File: config.mk
export PLATFORM = sky130hd
export DESIGN_NAME = frame_buffer_writer
export DESIGN_NICKNAME = d
export VERILOG_FILES = /design/src/rtl/vga_pkg.sv /design/src/rtl/frame_buffer_writer.sv
export SDC_FILE = /design/constraint.sdc
export NUM_CORES = 1
export LEC_CHECK = 0
export ABC_AREA = 1
export CAP_MARGIN = 25
export CORE_ASPECT_RATIO = 1.1
export CORE_MARGIN = 1
export CORE_UTILIZATION = 40
export DETAILED_ROUTE_END_ITERATION = 6
export GPL_TIMING_DRIVEN = 0
export PLACE_DENSITY = 0.68
export SETUP_SLACK_MARGIN = 0.1
export SLEW_MARGIN = 20
export SYNTH_ARGS = -nofsm -noshare
export SYNTH_HDL_FRONTEND = slang
export SYNTH_SLANG_ARGS = --single-unit
File: constraint.sdc
create_clock -name clk_50mhz -period 2.3 [get_ports clk_50mhz]
set_clock_uncertainty 0.15 [all_clocks]
set_input_delay 0.345 -clock clk_50mhz [delete_from_list [all_inputs] [get_ports clk_50mhz]]
set_output_delay 0.345 -clock clk_50mhz [all_outputs]
set_load 0.03 [all_outputs]
File: src/rtl/vga_pkg.sv
// Shared definitions for the VGA frame-buffer write path and the display path.
package vga_pkg;

    localparam int IMG_W        = 320;
    localparam int IMG_H        = 240;
    localparam int ADDR_W       = 17;
    localparam int FRAME_PIXELS = IMG_W * IMG_H;

    typedef enum logic [2:0] {
        IDLE,
        WAIT_HI,
        WAIT_LO,
        WRITE,
        DONE
    } fsm_state_t;

    // RGB565 field positions, shared with the display-side RGB565 to RGB444 conversion
    localparam int RGB565_R_MSB = 15;
    localparam int RGB565_R_LSB = 11;
    localparam int RGB565_G_MSB = 10;
    localparam int RGB565_G_LSB = 5;
    localparam int RGB565_B_MSB = 4;
    localparam int RGB565_B_LSB = 0;

    function automatic logic [15:0] rgb565_pack(input logic [4:0] r,
                                                input logic [5:0] g,
                                                input logic [4:0] b);
        logic [15:0] px;
        px = '0;
        px[RGB565_R_MSB:RGB565_R_LSB] = r;
        px[RGB565_G_MSB:RGB565_G_LSB] = g;
        px[RGB565_B_MSB:RGB565_B_LSB] = b;
        return px;
    endfunction

endpackage

File: src/rtl/frame_buffer_writer.sv
// Assembles big-endian byte pairs into RGB565 pixels and writes them in raster
// order into the frame-buffer RAM read by the VGA display path.
module frame_buffer_writer #(
    parameter int IMG_W  = vga_pkg::IMG_W,
    parameter int IMG_H  = vga_pkg::IMG_H,
    parameter int ADDR_W = vga_pkg::ADDR_W
) (
    input  logic              clk_50mhz,
    input  logic              rst,
    input  logic              start,
    input  logic              abort,
    input  logic [7:0]        in_data,
    input  logic              in_valid,
    output logic              in_ready,
    output logic              ram_we,
    output logic [ADDR_W-1:0] ram_addr,
    output logic [15:0]       ram_wdata,
    output logic              busy,
    output logic              done
);

    import vga_pkg::*;

    localparam logic [ADDR_W-1:0] LAST_PIXEL = ADDR_W'(IMG_W * IMG_H - 1);

    fsm_state_t        state;
    fsm_state_t        next_state;
    logic [ADDR_W-1:0] pixel_count;
    logic [7:0]        pixel_hi;
    logic [7:0]        pixel_lo;
    logic              is_busy;
    logic              abort_now;
    logic              take_byte;

    assign is_busy   = (state == WAIT_HI) || (state == WAIT_LO) || (state == WRITE);
    assign abort_now = abort && is_busy;
    assign take_byte = in_valid && ((state == WAIT_HI) || (state == WAIT_LO));

    always_ff @(posedge clk_50mhz or posedge rst) begin
        if (rst) begin
            state <= IDLE;
        end else begin
            state <= next_state;
        end
    end

    // Abort takes priority over everything, including a simultaneous start
    always_comb begin
        next_state = state;
        if (abort_now) begin
            next_state = IDLE;
        end else begin
            case (state)
                IDLE, DONE: if (start && !abort) next_state = WAIT_HI;
                WAIT_HI:    if (in_valid) next_state = WAIT_LO;
                WAIT_LO:    if (in_valid) next_state = WRITE;
                WRITE:      next_state = (pixel_count == LAST_PIXEL) ? DONE : WAIT_HI;
                default:    next_state = IDLE;
            endcase
        end
    end

    always_comb begin
        in_ready = (state == WAIT_HI) || (state == WAIT_LO);
        ram_we   = (state == WRITE);
        busy     = is_busy;
        done     = (state == DONE);
    end

    // The counter holds at the last pixel so it never wraps into address 0
    always_ff @(posedge clk_50mhz or posedge rst) begin
        if (rst) begin
            pixel_count <= '0;
            pixel_hi    <= '0;
            pixel_lo    <= '0;
        end else if (abort_now) begin
            pixel_count <= '0;
            pixel_hi    <= '0;
            pixel_lo    <= '0;
        end else if ((state == IDLE || state == DONE) && start && !abort) begin
            pixel_count <= '0;
            pixel_hi    <= '0;
            pixel_lo    <= '0;
        end else if (take_byte && state == WAIT_HI) begin
            pixel_hi <= in_data;
        end else if (take_byte && state == WAIT_LO) begin
            pixel_lo <= in_data;
        end else if (state == WRITE && pixel_count != LAST_PIXEL) begin
            pixel_count <= pixel_count + ADDR_W'(1);
        end
    end

    assign ram_addr  = pixel_count;
    assign ram_wdata = {pixel_hi, pixel_lo};

endmodule

==> results of run 1 <==
final cells by class:
| cell class | instances | area (um2) |
|---|---|---|
| sequential | 36 | 901 |
| fill | 475 | 2230 |
| buffer | 6 | 61.3 |
| multi-input combinational | 189 | 1000 |
| clock inverter | 3 | 42.5 |
| clock buffer | 5 | 68.8 |
| timing repair buffer | 50 | 515 |
| inverter | 27 | 108 |
| tap | 58 | 72.6 |
worst max-delay path, stage by stage (launching register included):
cell and delay [ns]:
dfrtp_1 0.45, nor2_4 0.07, nor2_4 0.11, clkdlybuf4s50_1 0.68
worst max-delay path by stage:
stage               slack [ns]  cells after the start           end
finish                    0.21                      3          busy
global route              0.11                      3        ram_we
CTS                       0.20                      3          busy
floorplan                 0.40                     11      state[0]
detailed placement        0.16                     10   pixel_hi[1]
global placement          0.16                      2  ram_addr[14]
state kept, by name (all words and copies together), names as in the netlist:
name      count
ram_addr     17
pixel_hi      8
pixel_lo      8
state         3
logic make-up after synthesis:
| family | count (synthesis) | synth area share |
|---|---|---|
| compound gates | 31 | 0.0989 |
| xor+xnor | 8 | 0.0338 |
| fa+ha+maj | 1 | 0.00603 |
| buf+inv | 33 | 0.0814 |
| flops | 36 | 0.434 |
| simple gates | 149 | 0.346 |
stage by stage:
step	utilization	power [mW]	cell area, um2
3_3_place_gp	0.528	2.46	2640
6_report	0.555	3.01	2770
4_1_cts	0.555	3.04	2770
5_1_grt	0.555	3.19	2770
2_1_floorplan	-	1.94	2070
3_5_place_dp	0.533	2.48	2670
metal layers:
| metal | wire, um | GRT usage |
|---|---|---|
| met1 | 2050 | 0.220 |
| met2 | 2230 | 0.312 |
| met3 | 255 | 0.0519 |
| met4 | 33 | 0.0360 |
| met5 | 0 | 0 |
power by group:
group | leakage [nW] | internal, mW | switching (mW) | total (mW)
sequential | 0.479 | 0.787 | 0.113 | 0.900
clock | 0.0541 | 0.321 | 0.249 | 0.570
combinational | 0.732 | 0.575 | 0.962 | 1.54
total | 1.27 | 1.68 | 1.32 | 3.01
cells in the final DEF (no fill, tap or decap), types with 2 or more instances in the layout:
master | Yosys | routed
o21ai_0 | 19 | 19
nor2_4 | 4 | 4
clkdlybuf4s50_1 | 0 | 46
buf_6 | 3 | 3
inv_2 | 1 | 2
clkbuf_8 | 0 | 5
inv_4 | 2 | 2
dlygate4sd2_1 | 0 | 2
nand3b_1 | 3 | 3
nand2_1 | 76 | 76
nand2_2 | 4 | 4
nor2_1 | 27 | 27
xor2_1 | 7 | 7
nor2_2 | 3 | 3
nand2_4 | 4 | 4
clkinv_2 | 1 | 2
dfrtp_1 | 36 | 36
o21ai_2 | 9 | 9
nand3_1 | 20 | 20
nand4_1 | 4 | 4
inv_1 | 23 | 22
synthesized netlist by cell type, drive strengths merged:
cell    instances
xnor2           1
xor2            7
clkinv          1
o21ai          29
buf             6
nor2           34
ha              1
nor3            2
nand3b          3
inv            26
nand3          22
dfrtp          36
nand2          84
a21boi          1
nand4           4
o21bai          1
==> impl_results.md, run 1 <==
* Number of global-route vias before repair at 1,696
* Crit. End Element: output port
* Leakage at 1.27 nW
* Top cell type's share of synthesized area at 0.434
* Post-synthesis cell area at 2070 um2
* Placer congestion estimate at 0.837
* Layout area overhead at 33.7%
* Post-route insts no fill at 374
* Worst-case clock buffer depth at 2
* Top Ports at 50
* HP Class: primary input to async pin
* Synthesis-stage register bit count at 36
* Overall routing resource usage at 0.179
* R2R Setup Slk at 0.42 ns
* Clk sink count at 36
* Largest net degree at the start of global routing at 20
* FF-to-FF End: state[0]
* Final setup viols at 0
* Number of vias per cell at 4.87
* Pre-antenna DRT Iters at 6
* Worst-Margin Slew at 0.444 ns
* RSZ-0062 raised after global routing: false
* Violated checks: design-rule violations
* Power per cell area at 1080 nW/um2
* Synth warn at 0
* Dpl cells at 366
* Clock Pin Slew Worst Setup and Hold Paths at 0.08 ns
* Net Count, Synth at 272
* H-Tree Depth at 2
* Max-cap violations at 0
* Top post-synthesis cells by area: dfrtp_1 43%, nand2_1 14%, nor2_1 4.9%
* Max Fanout on Critical Path at 4
* WL final at 4570 um
* Nets@finish at 329
* CTS tree: yes
* Pins Over Slew Limit at 0
* Die area at 5480 um2
* Rows at 27
* First-pass GRT wire length at 7690 um
* Pre-CTS WS at 0.159 ns
* Fmax at 479 MHz
* Die X at 70.7 um
* Setup TNS at 0 ns
* DR DRC count at 9
* Reg-to-reg critical path startpoint: ram_addr[0]
* Initial antenna violation count at 0
* Final worst slack at 0.211 ns
* Post-synthesis area per instance at 8.04 um2
* Post-DRT Antenna Nets at 0
* CTS Buf Count at 5
* Root buffer cell: clkbuf_8
* Antenna diode count at 0
* Clock Latency Late Sink at 0.29 ns
* Max-slew headroom at 0.704
* Seq/Total Area, Yosys at 0.434
* Per-cell routed wire length at 12.2 um
* Gate Count Post-Synth at 258
* Post-CTS Hold Buffers at 0
* Initial Util at 0.415
* CP Launch Type: register
* Global route total overflow at 0
* Hold Fails Final Rpt at 0
* Worst Path Arrival at 1.59 ns
* Start point of the critical path: state[0]
* Synth cell types at 30
* Core Region at 5000 um2
* Status: finished with violations
* Critical Path RT at 1.80 ns
* R2R depth at 11
* WHS at 0.214 ns
* DR iter-0 viols at 134
* Die H at 77.5 um
* Worst vdd ir at 0.000729 V
* Final worst path period share at 0.908
* Setup CP Type: register to output port
* PortBufs at 49
* Dpl hpwl at 3380 um
* Layout cells sized above 1 at 0.152
* Post-CTS Setup Inserts at 0
* Vias post-DR at 1,822
* Min Tclk post-route at 2.09 ns
* Resized cells post-CTS at 3
* Largest area contributor in the netlist: dfrtp_1
Power figures use the tool's default switching activity.
==> inputs of run 2 (changes only) <==
--- a/config.mk
+++ b/config.mk
@@ -7,10 +7,11 @@
 export LEC_CHECK = 0
 export ABC_AREA = 1
 export CAP_MARGIN = 25
-export CORE_ASPECT_RATIO = 1.1
+export CORE_ASPECT_RATIO = 0.9
 export CORE_MARGIN = 1
 export CORE_UTILIZATION = 40
 export DETAILED_ROUTE_END_ITERATION = 6
+export GPL_ROUTABILITY_DRIVEN = 0
 export GPL_TIMING_DRIVEN = 0
 export PLACE_DENSITY = 0.68
 export SETUP_SLACK_MARGIN = 0.1
==> run 2 against run 1 <==
Against the previous run:
- the flow now finishes without violations
- cell count grew 1.9%
- worst hold slack worse by 0.079 ns
- routed wire length increased by 4.0%
- setup slack worse by 0.016 ns
- maximum frequency decreased by 0.74%
- register-to-register slack better by 0.02 ns
- combinational power hardly changed
- sequential cell count unchanged
==> impl_results.md, run 2 (synthesis results as in run 1) <==
* Clk sink count at 36 (unchanged)
* Final core occ at 0.563 (+0.00846)
* Die area at 5480 um2 (about the same)
* Die H at 70.3 um (-9.3%)
* First-pass GRT wire length at 8090 um (+5.2%)
* Post-DRT Antenna Nets at 0 (unchanged)
* Slowest-stage cell, CP: dlygate4sd2_1
* PortBufs at 49 (unchanged)
* CTS tree: yes
* WHS at 0.136 ns (-0.0786 ns)
* Max incr delay on CP at 0.44 ns (-0.24 ns)
* Clock Pin Slew Worst Setup and Hold Paths at 0.08 ns (about the same)
* Largest register FFs at 17 (unchanged)
* Pins Over Slew Limit at 0 (unchanged)
* Setup TNS at 0 ns (unchanged)
* Worst Path Arrival at 1.61 ns (+0.02 ns)
* Root buffer cell: clkbuf_8
* Critical Path RT at 1.80 ns (about the same)
* Worst-case clock buffer depth at 2 (unchanged)
* Largest net degree at the start of global routing at 28 (+40%)
* Final setup viols at 0 (unchanged)
* Worst-Margin Slew at 0.336 ns (-0.108 ns)
* Hold Fails Final Rpt at 0 (unchanged)
* Leakage at 1.27 nW (about the same)
* Number of global-route vias before repair at 1,773 (+4.5%)
* Power per cell area at 1080 nW/um2 (about the same)
* Worst vdd ir at 0.000661 V (-9.4%)
* Most frequent cells in the layout: 76 x nand2_1, 46 x clkdlybuf4s50_1, 36 x dfrtp_1, 27 x nor2_1, 22 x inv_1
* Global route total overflow at 0 (unchanged)
* Dpl hpwl at 3460 um (+2.4%)
* Die X at 77.9 um (+10%)
* Final worst path period share at 0.915 (+0.00678)
* Number of vias per cell at 4.81 (-1.2%)
* H-Tree Depth at 2 (unchanged)
* Per-cell routed wire length at 12.5 um (+2.1%)
* Initial Util at 0.421 (+0.00632)
* Post-CTS Hold Buffers at 0 (unchanged)
* Nets@finish at 329 (unchanged)
* Min Tclk post-route at 2.10 ns (+0.0156 ns)
* CP Launch Type: register
* Max-cap violations at 0 (unchanged)
* Layout cells sized above 1 at 0.152 (unchanged)
* Initial antenna violation count at 0 (unchanged)
* Most common cell after layout, fill and taps aside: nand2_1
* WL final at 4760 um (+4.0%)
* Post-CTS Setup Inserts at 0 (unchanged)
* Pre-antenna DRT Iters at 4 (-2)
* Core Region at 4920 um2 (-1.5%)
* Top Ports at 50 (unchanged)
* Clock Latency Late Sink at 0.29 ns (about the same)
* Vias post-DR at 1,833 (+0.60%)
* Overall routing resource usage at 0.191 (+0.0125)
* Fillcell total at 486 (+2.3%)
* Max-slew headroom at 0.775 (+0.0718)
* Fmax at 475 MHz (-0.74%)
* Antenna diode count at 0 (unchanged)
* Setup CP Type: register to output port
* Layout area overhead at 33.7% (unchanged)
* HP Class: primary input to async pin
* DR iter-0 viols at 92 (-31%)
* CP Cell Sequence: inv_1, nor3_4, dlygate4sd2_1
* DR DRC count at 0 (-9)
* Status: finished clean
* Crit. End Element: output port
* CTS Buf Count at 5 (unchanged)
* Max Fanout on Critical Path at 7 (+3)
* Rows at 24 (-11%)
* RSZ-0062 raised after global routing: false
-- run 2: cell count changes in the layout (fill, tap and decap cells not counted) --
| cell | previous run | this run |
|---|---|---|
| clkdlybuf4s15_1 | 1 | 0 |
| buf_12 | 0 | 1 |
| buf_16 | 1 | 0 |
| dlygate4sd2_1 | 2 | 3 |
-- run 2: metrics by stage --
step / worst slack [ns] / total power [mW] / instance area [um2] / instances
floorplan: 0.403 / 1.94 / 2070 / 258
global placement: 0.130 / 2.46 / 2650 / 372
detailed placement: 0.115 / 2.48 / 2670 / 373
CTS: 0.187 / 3.04 / 2770 / 381
global route: 0.132 / 3.20 / 2770 / 381
finish: 0.195 / 3.01 / 2770 / 381
-- run 2: where the power goes --
group	total, mW	internal, mW	switching [mW]
clock network	0.563	0.321	0.242
logic	1.54	0.572	0.967
registers	0.907	0.788	0.119
total	3.01	1.68	1.33
-- run 2: final cells by class --
class,instances,area (um2),area share
flip-flops and latches,36,901,0.325
clock inverters,3,42.5,0.0153
plain buffers,6,61.3,0.0221
clock buffers,5,68.8,0.0248
multi-input cells,189,1000,0.362
repair buffers,50,507,0.183
well taps,65,81.3,0.0293
inverters,27,108,0.0388
-- run 2: timing repair --
item | in CTS | in global routing
hold endpoints to repair | 0 | 0
setup endpoints to repair | 3 | 0
resized for setup | 3 | 0
-- run 2: path summary, 6_finish.rpt --
kind	startpoint	endpoint	slack (ns)	cells after the start
hold reg to reg	pixel_hi[2]	pixel_hi[2]	0.34	2
setup / recovery	state[1]	ram_we	0.20	3
setup reg to reg	ram_addr[0]	state[0]	0.44	11
max in group asynchronous	rst	ram_addr[5]	1.45	3
hold / removal	rst	pixel_hi[4]	0.14	2
min in group clk_50mhz	pixel_hi[2]	pixel_hi[2]	0.34	2
-- run 2: worst max-delay path: cells and delay by family, from the launching register on --
family        cells  cell delay, ns
buf+inv           2            0.56
flops             1            0.42
simple gates      1            0.33
-- run 2: layer usage --
metal | wire length (um) | vias up | track usage
li1 | - | 930 | -
met1 | 2210 | 852 | 0.251
met2 | 2260 | 46 | 0.310
met3 | 219 | 5 | 0.0418
met4 | 62 | 0 | 0.0679
met5 | 0 | - | 0
==> inputs of run 3 (changes only) <==
--- a/config.mk
+++ b/config.mk
@@ -6,7 +6,7 @@
 export NUM_CORES = 1
 export LEC_CHECK = 0
 export ABC_AREA = 1
-export CAP_MARGIN = 25
+export CAP_MARGIN = 20
 export CORE_ASPECT_RATIO = 0.9
 export CORE_MARGIN = 1
 export CORE_UTILIZATION = 40
==> results of run 3 <==
No change in the layout: final DEF, timing and power equal those of run 2.
